**config.mk**
```make
export PLATFORM = sky130hd
export DESIGN_NAME = rst_seq_ctrl
export DESIGN_NICKNAME = d
export VERILOG_FILES = /design/src/rtl/rst_seq_ctrl.sv
export SDC_FILE = /design/constraint.sdc
export NUM_CORES = 1
export LEC_CHECK = 0
export BUFFER_PORTS_ARGS = -buffer_cell sky130_fd_sc_hd__buf_4
export CORE_UTILIZATION = 40
export CTS_BUF_LIST = sky130_fd_sc_hd__clkbuf_4
export DETAILED_ROUTE_END_ITERATION = 16
export MAX_ROUTING_LAYER = met4
export SLEW_MARGIN = 25
export SYNTH_ARGS = -nofsm -noshare
export SYNTH_HDL_FRONTEND = slang
export SYNTH_SLANG_ARGS = --single-unit
```
**constraint.sdc**
```tcl
create_clock -name clk_sys_i -period 4.2 [get_ports clk_sys_i]
set_input_delay 0.21 -clock clk_sys_i [delete_from_list [all_inputs] [get_ports clk_sys_i]]
set_output_delay 0.21 -clock clk_sys_i [all_outputs]
set_load 0.01 [all_outputs]
```
**src/rtl/rst_seq_ctrl.sv**
```systemverilog
// Reset sequencer: holds all downstream reset domains, then releases them one by
// one after a programmable delay, optionally waiting for a per-stage acknowledge.
module rst_seq_ctrl #(
    parameter int unsigned G_NUM_STAGES  = 4,
    parameter int unsigned G_HOLD_CYCLES = 16,
    parameter int unsigned G_STAGE_DELAY = 8,
    parameter int unsigned G_ACK_TIMEOUT = 1024,
    parameter int unsigned G_CNT_WIDTH   = 16
) (
    input  logic                    clk_sys_i,
    input  logic                    sys_rst_i,
    input  logic                    sw_rst_req_i,
    input  logic [G_NUM_STAGES-1:0] stage_ack_i,
    input  logic [G_NUM_STAGES-1:0] stage_ack_en_i,
    output logic [G_NUM_STAGES-1:0] stage_rstn_o,
    output logic                    seq_busy_o,
    output logic                    seq_done_o,
    output logic                    fault_o,
    output logic [3:0]              fault_stage_o
);

    localparam longint unsigned C_CNT_LIMIT = (64'd1 << G_CNT_WIDTH) - 64'd1;

    if (G_NUM_STAGES < 1 || G_NUM_STAGES > 16) begin : g_bad_stages
        $error("rst_seq_ctrl: G_NUM_STAGES must be 1..16");
    end
    if (64'(G_HOLD_CYCLES) > C_CNT_LIMIT || 64'(G_STAGE_DELAY) > C_CNT_LIMIT ||
        64'(G_ACK_TIMEOUT) > C_CNT_LIMIT) begin : g_bad_cnt
        $error("rst_seq_ctrl: a cycle count exceeds the counter range");
    end

    localparam logic [G_CNT_WIDTH-1:0] C_HOLD_LAST  = G_CNT_WIDTH'(G_HOLD_CYCLES - 1);
    localparam logic [G_CNT_WIDTH-1:0] C_DELAY_LAST = G_CNT_WIDTH'(G_STAGE_DELAY - 1);
    localparam logic [G_CNT_WIDTH-1:0] C_TO_LAST    = G_CNT_WIDTH'(G_ACK_TIMEOUT - 1);
    localparam logic [3:0]             C_LAST_IDX   = 4'(G_NUM_STAGES - 1);

    typedef enum logic [2:0] {S_HOLD, S_DELAY, S_WAIT_ACK, S_DONE, S_FAULT} state_t;

    state_t                  r_state,  w_nxt_state;
    logic [G_CNT_WIDTH-1:0]  r_cnt,    w_nxt_cnt, w_cnt_inc;
    logic [3:0]              r_idx,    w_nxt_idx;
    logic [G_NUM_STAGES-1:0] r_rstn,   w_nxt_rstn;
    logic                    r_busy,   w_nxt_busy;
    logic                    r_done,   w_nxt_done;
    logic                    r_fault,  w_nxt_fault;
    logic [3:0]              r_fstage, w_nxt_fstage;
    logic                    w_ack_cur, w_en_cur, w_advance;
    logic [G_NUM_STAGES-1:0] w_idx_mask;

    assign w_cnt_inc = (r_cnt == '1) ? r_cnt : r_cnt + G_CNT_WIDTH'(1);

    always_comb begin
        w_ack_cur  = 1'b0;
        w_en_cur   = 1'b0;
        w_idx_mask = '0;
        for (int unsigned k = 0; k < G_NUM_STAGES; k++) begin
            if (4'(k) == r_idx) begin
                w_ack_cur     = stage_ack_i[k];
                w_en_cur      = stage_ack_en_i[k];
                w_idx_mask[k] = 1'b1;
            end
        end
    end

    always_comb begin
        w_nxt_state  = r_state;
        w_nxt_cnt    = r_cnt;
        w_nxt_idx    = r_idx;
        w_nxt_rstn   = r_rstn;
        w_nxt_busy   = r_busy;
        w_nxt_done   = r_done;
        w_nxt_fault  = r_fault;
        w_nxt_fstage = r_fstage;
        w_advance    = 1'b0;
        if (sw_rst_req_i) begin
            w_nxt_state  = S_HOLD;
            w_nxt_cnt    = '0;
            w_nxt_idx    = '0;
            w_nxt_rstn   = '0;
            w_nxt_busy   = 1'b1;
            w_nxt_done   = 1'b0;
            w_nxt_fault  = 1'b0;
            w_nxt_fstage = '0;
        end else begin
            case (r_state)
                S_HOLD: begin
                    if (r_cnt == C_HOLD_LAST) begin
                        w_nxt_state = S_DELAY;
                        w_nxt_cnt   = '0;
                        w_nxt_idx   = '0;
                    end else begin
                        w_nxt_cnt = w_cnt_inc;
                    end
                end
                S_DELAY: begin
                    if (r_cnt == C_DELAY_LAST) begin
                        w_nxt_rstn = r_rstn | w_idx_mask;
                        if (w_en_cur) begin
                            w_nxt_state = S_WAIT_ACK;
                            w_nxt_cnt   = '0;
                        end else begin
                            w_advance = 1'b1;
                        end
                    end else begin
                        w_nxt_cnt = w_cnt_inc;
                    end
                end
                S_WAIT_ACK: begin
                    if (w_ack_cur) begin
                        w_advance = 1'b1;
                    end else if (r_cnt == C_TO_LAST) begin
                        w_nxt_state  = S_FAULT;
                        w_nxt_cnt    = '0;
                        w_nxt_rstn   = r_rstn & ~w_idx_mask;
                        w_nxt_fault  = 1'b1;
                        w_nxt_fstage = r_idx;
                        w_nxt_busy   = 1'b0;
                        w_nxt_done   = 1'b0;
                    end else begin
                        w_nxt_cnt = w_cnt_inc;
                    end
                end
                // done/busy flags follow one edge after the last stage's release
                S_DONE: begin
                    w_nxt_busy = 1'b0;
                    w_nxt_done = 1'b1;
                end
                S_FAULT: begin
                    w_nxt_state = S_FAULT;
                end
                default: begin
                    w_nxt_state = S_HOLD;
                    w_nxt_cnt   = '0;
                end
            endcase
            if (w_advance) begin
                w_nxt_cnt = '0;
                if (r_idx == C_LAST_IDX) begin
                    w_nxt_state = S_DONE;
                end else begin
                    w_nxt_state = S_DELAY;
                    w_nxt_idx   = r_idx + 4'd1;
                end
            end
        end
    end

    always_ff @(posedge clk_sys_i or posedge sys_rst_i) begin
        if (sys_rst_i) begin
            r_state  <= S_HOLD;
            r_cnt    <= '0;
            r_idx    <= '0;
            r_rstn   <= '0;
            r_busy   <= 1'b1;
            r_done   <= 1'b0;
            r_fault  <= 1'b0;
            r_fstage <= '0;
        end else begin
            r_state  <= w_nxt_state;
            r_cnt    <= w_nxt_cnt;
            r_idx    <= w_nxt_idx;
            r_rstn   <= w_nxt_rstn;
            r_busy   <= w_nxt_busy;
            r_done   <= w_nxt_done;
            r_fault  <= w_nxt_fault;
            r_fstage <= w_nxt_fstage;
        end
    end

    assign stage_rstn_o  = r_rstn;
    assign seq_busy_o    = r_busy;
    assign seq_done_o    = r_done;
    assign fault_o       = r_fault;
    assign fault_stage_o = r_fstage;

endmodule

```
# Yosys cells after proc, flatten, opt, wreduce, memory -nomap -nowiden
# Cells that the tools add are included.
dict set report op_classes {
  n_addsub 2
  n_reduce_logical 12
  muxes 59
  n_bitwise 3
  n_eq_ne 24
}
# op count
set op_table {}
lappend op_table {{two-way mux 16 bit} 8}
lappend op_table {{case mux 16 bit (4 select lines)} 1}
lappend op_table {{two-way mux 4 bit} 13}
lappend op_table {{two-way mux 1 bit} 24}
lappend op_table {{two-way mux 3 bit} 7}
lappend op_table {{inequality test 4 bit (second input constant)} 5}
lappend op_table {{adder 16 x 1 -> 16 bit (second input constant)} 1}
lappend op_table {{equality test 16 x 10 -> 1 bit (second input constant)} 1}
lappend op_table {{equality test 16 bit (second input constant)} 1}
lappend op_table {{equality test 16 x 3 -> 1 bit (second input constant)} 1}
lappend op_table {{equality test 16 x 4 -> 1 bit (second input constant)} 1}
lappend op_table {{case mux 3 bit (5 select lines)} 1}
lappend op_table {{inequality test 3 bit (second input constant)} 4}
lappend op_table {{AND reduction 3 bit} 3}
lappend op_table {{equality test 2 x 4 -> 1 bit (first input constant)} 2}
lappend op_table {{case mux 4 bit (2 select lines)} 1}
lappend op_table {{equality test 3 x 2 -> 1 bit (second input constant)} 2}
lappend op_table {{case mux 1 bit (2 select lines)} 3}
lappend op_table {{AND reduction 6 bit} 1}
lappend op_table {{nonzero test 3 bit} 2}
lappend op_table {{inequality test 5 bit (second input constant)} 1}
lappend op_table {{adder 4 x 1 -> 4 bit (second input constant)} 1}
lappend op_table {{bitwise AND 4 bit} 1}
lappend op_table {{equality test 1 x 4 -> 1 bit (first input constant)} 1}
lappend op_table {{other kinds (13)} 14}
dict set report totals {
  wordCells 108
  in_bits 11
  register_bits 34
  output_inout_bits 11
}

# Longest topological paths before layout
# Gate-level depths: netlist of run 1.
dict set report logic_depth {
  ltp_word 11
  mapped_depth 9
  depth_no_buf 8
}

# Least setup slack after synthesis of run 1
# OpenSTA, ideal clock, no wires.
dict set report synth_path {
  kind {flip-flop to flip-flop}
  startpoint {register r_idx[0]}
  endpoint {register r_cnt[8]}
  path_slack_ps 2016
  synth_period_minus_slack_ps 2184
  path_buffers 2
  required_ps 4118
  setup_ps 82
  arrival_ps 2102
  path_stages_with_launch 9
  path_cell_list {dfrtp_1 > ha_1 > buf_2 > a2111oi_4 > a2111oi_4 > a2111oi_4 > buf_4 > o21ai_1 > a31oi_1}
}
dict set report synth_between {
  elab_chain_len 11
  word_cells_on_any_way 23
  classes_between {6 x eq/ne; 15 x mux; 2 x reduce/logical}
}
# item line
set synth_rtl {}
lappend synth_rtl {{start: declaration} 41} ;# logic [3:0] r_idx, w_nxt_idx;
lappend synth_rtl {{start signal: assignment} 161} ;# r_idx <= w_nxt_idx;
lappend synth_rtl {{zero test 4 bit} 57} ;# if (4'(k) == r_idx) begin
lappend synth_rtl {{two-way mux 1 bit (4 in series)} 57}
lappend synth_rtl {{two-way mux 1 bit} 98} ;# if (w_en_cur) begin
lappend synth_rtl {{two-way mux 1 bit} 96} ;# if (r_cnt == C_DELAY_LAST) begin
lappend synth_rtl {{case mux 1 bit (2 select lines)} 85} ;# case (r_state)
lappend synth_rtl {{two-way mux 1 bit} 75} ;# if (sw_rst_req_i) begin
lappend synth_rtl {{inequality test 5 bit (no line) (tied with other cells)} --}
lappend synth_rtl {{AND reduction 3 bit (no line) / two-way mux 16 bit (equally long branches)} --}
lappend synth_rtl {{end signal: assignment} 160} ;# r_cnt <= w_nxt_cnt;
lappend synth_rtl {{end: declaration} 40} ;# logic [G_CNT_WIDTH-1:0] r_cnt, w_nxt_cnt, w_cnt_inc;
# Several ways; a longest one is shown, not always the timed one. The select of a mux whose other input is x is not followed.
# A chain may end at the register's enable or synchronous reset.

# Worst setup path after layout of run 1
dict set report layout_path {
  startpoint {register r_idx[0]}
  endpoint {register r_cnt[6]}
}
# The elaborated chain is that of the path after synthesis.

==> impl_results.md, run 1 <==
- Status: complete, no violations
- Achievable clock frequency: 0.362 GHz
- Number of detailed-routing iterations run before antenna repair: 4
- Area after DPL: 2340 um2
- Global-route congestion overflow total: 0
- Overall die height: 75.3 um
- Hold-fix buffer count after cts: 1
- Routability-driven placement congestion ratio: 0.779
- Min Clock Period, post-route: 2.76 ns
- Worst EP required: 4.46 ns
- Port buffer count: 21
- Pwr Density: 236 nW/um2
- Number of cells produced by synthesis: 231
- GRT Util Overall: 18.8%
- Area growth syn-to-layout: 12.0%
- Synth warnings: 0
- Number of hold-slack violations in the final timing report: 0
- Area share of the largest cell type after synthesis: 38.4%
- Comb power frac: 7.4%
- EDFF count, synth: 0
- Placeable core region: 5140 um2
- Combined area of all synthesized cells: 2150 um2
- Horizontal extent of the die: 75.3 um
- Maximum number of pins on one net before global-route repair: 35
- Unrepaired setup endpoints after global routing: false
- Layout Nets: 265
- Synth Net Count: 247
- Total setup buffers inserted after CTS: 0
- Number of setup violations in the final report: 0
- Share of synthesized flip-flops with an asynchronous set or reset: 100%
- Number of buffers created by CTS: 5
- Nature of the critical path startpoint: flop
- Kind of cell adding the most delay to the critical path: compound AO/OA/AOI/OAI gates
- Pin slew with the least headroom to its limit: 0.873 ns
- Part of the total power dissipated in sequential elements: 60.4%
- Post-detailed-routing wire length: 4.70 mm
- Critical path endpoint category: flop
- Internal power summed over all cells: 421 uW
- Inserted Diodes: 0
- Critical path buffer and inverter count: 1
- Switch share: 25.9%
- Mean post-synth cell area: 9.31 um2
- Category of the critical setup timing path: reg -> reg
- Number of antenna violations at the first check in global routing: 0
- List of cells traversed by the critical path: ha_1, a211oi_1, a211o_1, nor2_1, a2111oi_4, buf_4, a41oi_1, a31oi_1
- Number of cells in the finished layout apart from fillers: 320
- TritonCTS clock tree: built
- Max stage delay cell, worst path: a2111oi_4
- Crit path largest cell delay: 0.64 ns
- Biggest fanout along the worst timing path: 12
- Final setup TNS: 0 ns
- H-tree depth: 2
- Post-route setup slack: 1.44 ns
- Clock input transition at the sequential cells of the worst setup and hold paths: 0.11 ns
- Leading cell types by count after synthesis: dfrtp_1, nor2_1, a21oi_1
- Worst endpoint data arrival time: 3.02 ns
- # placed instances: 311
- Pre-CTS setup slack: 1.47 ns
- Detail-routed via count per cell: 5.50
- Number of DRC markers after the initial detailed-route iteration: 64
- Die Footprint: 5670 um2
- I/O pins: 22
- Seq/Total Area, Yosys: 39.6%
- Part of the total power dissipated in the clock network: 32.1%
- Maximum clock skew at final layout: 0.0173 ns
- Final worst path period share: 65.7%
- Final core occ: 46.9%
- Predominant post-synthesis flop cell: dfrtp_1
- Number of pins with negative max-slew slack in the final report: 0
- Max cap viols: 0
- Leakage power: 0.999 nW
- Post-detail-place hpwl: 3.33 mm
- Wire length of the first global-routing pass: 7.78 mm
- Resized cells post-CTS: 0
- Maximum vdd ir drop: 0.145 mV
- Maximum number of buffers from clock root to sink: 2
- Initial core utilization: 41.8%
- Yosys reg bits: 34
- Slew headroom: 41.8%
- Min-delay worst type: in -> reg
- Number of global-route vias before repair: 1563
- Num Clock Sinks: 34
- Count of antenna-violating nets left after detailed routing: 0
- Largest area contributor in the synthesized netlist: dfrtp_1
- Root cell of the clock tree: clkbuf_4
- Detail-routed net length per standard cell: 14.7 um
- Vias after detailed routing: 1760
- Count of standard-cell rows: 26
- Net switching power figure: 147 uW
- DRC violations left: 0
- Clock latency at the later pin of the worst-skew pair: 0.35 ns
- Fraction of final layout cells with drive strength greater than 1: 18.8%
- Post-route cell area: 2410 um2
- Number of distinct library cell variants in the gate-level netlist after synthesis: 52
- Ranking of synthesized cells by area: dfrtp_1, a21oi_1, nor2_1, a2111oi_4, ha_1
- Most instantiated library cell after synthesis: dfrtp_1
cell type report:
| class | count | area (um2) |
|---|---|---|
| fill | 530 | 2730 |
| multi-input combinational | 175 | 1200 |
| sequential | 34 | 852 |
| timing repair buffer | 24 | 183 |
| tap | 70 | 87.6 |
| clock buffer | 6 | 45.0 |
| inverter | 9 | 33.8 |
| clock inverter | 2 | 8.76 |
cells by family after synthesis:
group / count (synthesis) / share of synthesized area, %
buffers and inverters: 22 / 4.65
AND/OR/NAND/NOR: 89 / 24.2
XOR/XNOR: 6 / 2.44
flip-flops: 34 / 39.6
adder cells (fa/ha/maj): 5 / 2.91
multiplexers: 6 / 2.85
AO/OA/AOI/OAI: 69 / 23.3
final timing paths:
check	startpoint	endpoint	slack [ns]	depth (start not counted)
setup / recovery	r_idx[0]$_DFF_PP0_	r_cnt[6]$_DFFE_PP0P_	1.44	8
hold / removal	sw_rst_req_i	seq_done_o$_DFFE_PP0P_	0.20	2
setup reg to reg	r_idx[0]$_DFF_PP0_	r_cnt[6]$_DFFE_PP0P_	1.44	8
hold reg to reg	seq_busy_o$_DFFE_PP1P_	seq_busy_o$_DFFE_PP1P_	0.49	2
max in group asynchronous	sys_rst_i	seq_busy_o$_DFFE_PP1P_	3.35	4
min in group asynchronous	sys_rst_i	stage_rstn_o[1]$_DFFE_PP0P_	0.51	4
layout by cell type (no fill, tap or decap), types with 2 or more instances in the layout:
master     synthesis  routed
dfrtp_1           33      33
nor2_1            23      23
buf_4              2      23
a21oi_1           22      22
nand2_1           15      15
nand3_1           12      12
o21ai_0           11      11
inv_1              9       9
a31oi_1            7       7
clkbuf_4           0       6
a211oi_1           5       5
nand2b_1           5       5
nand4_1            5       5
mux2i_1            5       5
ha_1               5       5
and4_1             4       4
xnor2_1            4       4
o21ai_2            3       3
nor3_1             3       3
a2111oi_4          3       3
and2_1             3       3
a41oi_1            3       3
a22o_1             3       3
nand3b_1           2       2
nor2b_1            2       2
nor4_4             2       2
or2_2              2       2
o31ai_1            2       2
and3_1             2       2
xor2_1             2       2
o21ai_1            2       2
sequential cells by signal, summed over array words and instances (netlist names):
register / count
r_state: 3
seq_done_o: 1
fault_stage_o: 4
fault_o: 1
r_cnt: 16
r_idx: 4
stage_rstn_o: 4
seq_busy_o: 1
layer usage:
layer  global-route usage, %  wire length, um
met4                    6.79               46
met1                    25.1             2210
met2                    28.6             2270
met3                    3.57              169
met5                       -                0
through the flow:
stage	hold WS [ns]	power (mW)
after floorplan	0.351	0.375
after global placement	0.350	0.391
after detailed placement	0.349	0.391
after CTS	0.192	0.578
after global routing	0.200	0.599
final	0.195	0.568
power groups by stage:
| stage | combinational [mW] | clock [mW] | sequential, mW |
|---|---|---|---|
| after CTS | 0.0432 | 0.192 | 0.343 |
| after detailed placement | 0.0424 | 0 | 0.349 |
| after global placement | 0.0416 | 0 | 0.349 |
| after global routing | 0.0487 | 0.206 | 0.345 |
| final | 0.0423 | 0.182 | 0.343 |
| after floorplan | 0.0292 | 0 | 0.345 |
Note: power is estimated with default switching activity, not from simulation.
==> run 2, diff against run 1 <==
clock period = 2.8 ns   (was 4.2 ns; I/O delays follow)
==> impl_results.md, run 2 (same netlist as run 1, synthesis figures left out) <==
- Status: complete, no violations
- Num Clock Sinks: 34 (unchanged)
- Initial core utilization: 41.8% (unchanged)
- Worst EP required: 3.01 ns (-1.45 ns)
- Maximum number of buffers from clock root to sink: 2 (unchanged)
- Area growth syn-to-layout: 12.6%
- Number of cells in the finished layout apart from fillers: 321 (+0.31%)
- DRC violations left: 0 (unchanged)
- Highest routed metal layer: met4
- Pwr Density: 361 nW/um2 (+53%)
- Number of buffers created by CTS: 5 (unchanged)
- Final setup TNS: 0 ns (unchanged)
- Number of global-route vias before repair: 1690 (+8.1%)
- Clock latency at the later pin of the worst-skew pair: 0.34 ns (about the same)
- TritonCTS clock tree: built
- Critical path endpoint category: flop
- Max cap viols: 0 (unchanged)
- Final core occ: 47.1% (+0.27 points)
- Slew headroom: 42.4% (+0.59 points)
- Inserted Diodes: 0 (unchanged)
- Number of pins with negative max-slew slack in the final report: 0 (unchanged)
- I/O pins: 22 (unchanged)
- Worst endpoint data arrival time: 2.68 ns (-0.34 ns)
- Final Total Pwr: 875 uW (+54%)
- Pin slew with the least headroom to its limit: 0.863 ns (-0.00978 ns)
- Placeable core region: 5140 um2 (unchanged)
- Number of hold-slack violations in the final timing report: 0 (unchanged)
- Number of flip-flops under the largest register name: 16 (unchanged)
- Largest register by flop count: r_cnt
- Category of the critical setup timing path: reg -> reg
- Horizontal extent of the die: 75.3 um (unchanged)
- Min Clock Period, post-route: 2.47 ns (-0.290 ns)
- Leakage power: 1.01 nW (+0.92%)
- Fraction of final layout cells with drive strength greater than 1: 19.5% (+0.72 points)
- Layout Nets: 266 (+0.38%)
- FILL cells: 511 (-3.6%)
- Vias after detailed routing: 1775 (+0.85%)
- Resized cells post-CTS: 0 (unchanged)
- Nature of the critical path startpoint: flop
- Port buffer count: 21 (unchanged)
- DRT met1 WL: 2.23 mm (+0.72%)
- # placed instances: 312 (+0.32%)
- Final worst path period share: 88.2% (+23 points)
- Count of antenna-violating nets left after detailed routing: 0 (unchanged)
- Achievable clock frequency: 0.405 GHz (+12%)
- Number of antenna violations at the first check in global routing: 0 (unchanged)
- Wire length of the first global-routing pass: 8.05 mm (+3.5%)
- Global-route congestion overflow total: 0 (unchanged)
- Most common cell after layout, fill and taps aside: dfrtp_1
- Biggest fanout along the worst timing path: 22 (+10)
- Number of detailed-routing iterations run before antenna repair: 5 (+1)
- Post-detailed-routing wire length: 4.86 mm (+3.2%)
- Maximum number of pins on one net before global-route repair: 23 (-34%)
- Detail-routed net length per standard cell: 15.1 um (+2.9%)
- Detail-routed via count per cell: 5.53 (+0.54%)
- Sum of met3 wire segment lengths after detailed routing: 219 um (+30%)
- Overall die height: 75.3 um (unchanged)
- Post-detail-place hpwl: 3.46 mm (+4.0%)
- Maximum vdd ir drop: 0.204 mV (+41%)
- Min-delay worst type: in -> reg
- H-tree depth: 2 (unchanged)
- Number of setup violations in the final report: 0 (unchanged)
- Number of DRC markers after the initial detailed-route iteration: 72 (+13%)
- Clock input transition at the sequential cells of the worst setup and hold paths: 0.11 ns (about the same)
- GRT Util Overall: 19.5% (+0.63 points)
- Hold slack final: 0.131 ns (-0.0648 ns)
- Wire length on met2: 2.33 mm (+2.3%)
- Leading cell types in the layout, fill and taps excluded: dfrtp_1, buf_4, nor2_1, a21oi_1, nand2_1
- Routability-driven placement congestion ratio: 0.789 (+1.4%)
- Root cell of the clock tree: clkbuf_4
- Count of standard-cell rows: 26 (unchanged)
- Unrepaired setup endpoints after global routing: false
- Maximum clock skew at final layout: 0.00880 ns (-0.00852 ns)
- Die Footprint: 5670 um2 (unchanged)
==> run 2: changes by cell type in the layout (fill, tap and decap cells not counted), sizes merged <==
cell    previous run  this run
buf               23        24
clkinv             2         0
clkbuf             6         8
==> run 2: final cells by class <==
cell class,instances,area (um2),share of cell area (%)
timing repair buffer,25,190,7.85
tap,70,87.6,3.62
clock buffer,8,60.1,2.48
multi-input combinational,175,1200,49.5
inverter,9,33.8,1.39
sequential,34,852,35.2
==> run 2: final timing paths <==
| path | endpoint | slack [ns] | from | cells past startpoint |
|---|---|---|---|---|
| max | r_cnt[6]$_DFFE_PP0P_ | 0.33 | r_idx[0]$_DFF_PP0_ | 9 |
| min | r_idx[1]$_DFF_PP0_ | 0.13 | sw_rst_req_i | 2 |
| max reg2reg | r_cnt[6]$_DFFE_PP0P_ | 0.33 | r_idx[0]$_DFF_PP0_ | 9 |
| min reg2reg | seq_busy_o$_DFFE_PP1P_ | 0.49 | seq_busy_o$_DFFE_PP1P_ | 2 |
| max in group asynchronous | seq_busy_o$_DFFE_PP1P_ | 1.48 | sys_rst_i | 4 |
| min in group asynchronous | r_cnt[12]$_DFFE_PP0P_ | 0.53 | sys_rst_i | 3 |
==> run 2: through the flow <==
| step | instance area (um2) | worst slack (ns) |
|---|---|---|
| 6_report | 2420 | 0.330 |
| 5_1_grt | 2420 | 0.0708 |
| 4_1_cts | 2420 | 0.326 |
| 3_5_place_dp | 2350 | 0.345 |
| 3_3_place_gp | 2350 | 0.456 |
| 2_1_floorplan | 2150 | 0.616 |
==> run 2: worst max-delay path, stage by stage, from the launching register on <==
cell and delay (ns):
dfrtp_1 0.47, inv_1 0.09, ha_1 0.29, a21oi_1 0.13, o21ai_0 0.15, a2111oi_4 0.57, a2111oi_4 0.11, buf_4 0.24
a41oi_1 0.23, a31oi_1 0.06
==> run 2: per-layer routing <==
metal	vias up	track usage [%]
met2	42	30.5
met4	0	7.41
met1	835	24.6
met5	-	-
li1	890	-
met3	8	4.37
==> run 2: power by group <==
group | switching, mW | leakage [nW] | total (mW) | internal (mW)
Clock | 0.167 | 0.0368 | 0.296 | 0.129
Combinational | 0.0364 | 0.503 | 0.0637 | 0.0273
Sequential | 0.0150 | 0.468 | 0.514 | 0.499
Total | 0.219 | 1.01 | 0.875 | 0.656
==> run 2: repair_timing <==
action	in CTS	in global routing
hold buffers	1	0
buffers inserted	0	0
endpoints found under the hold margin	12	0
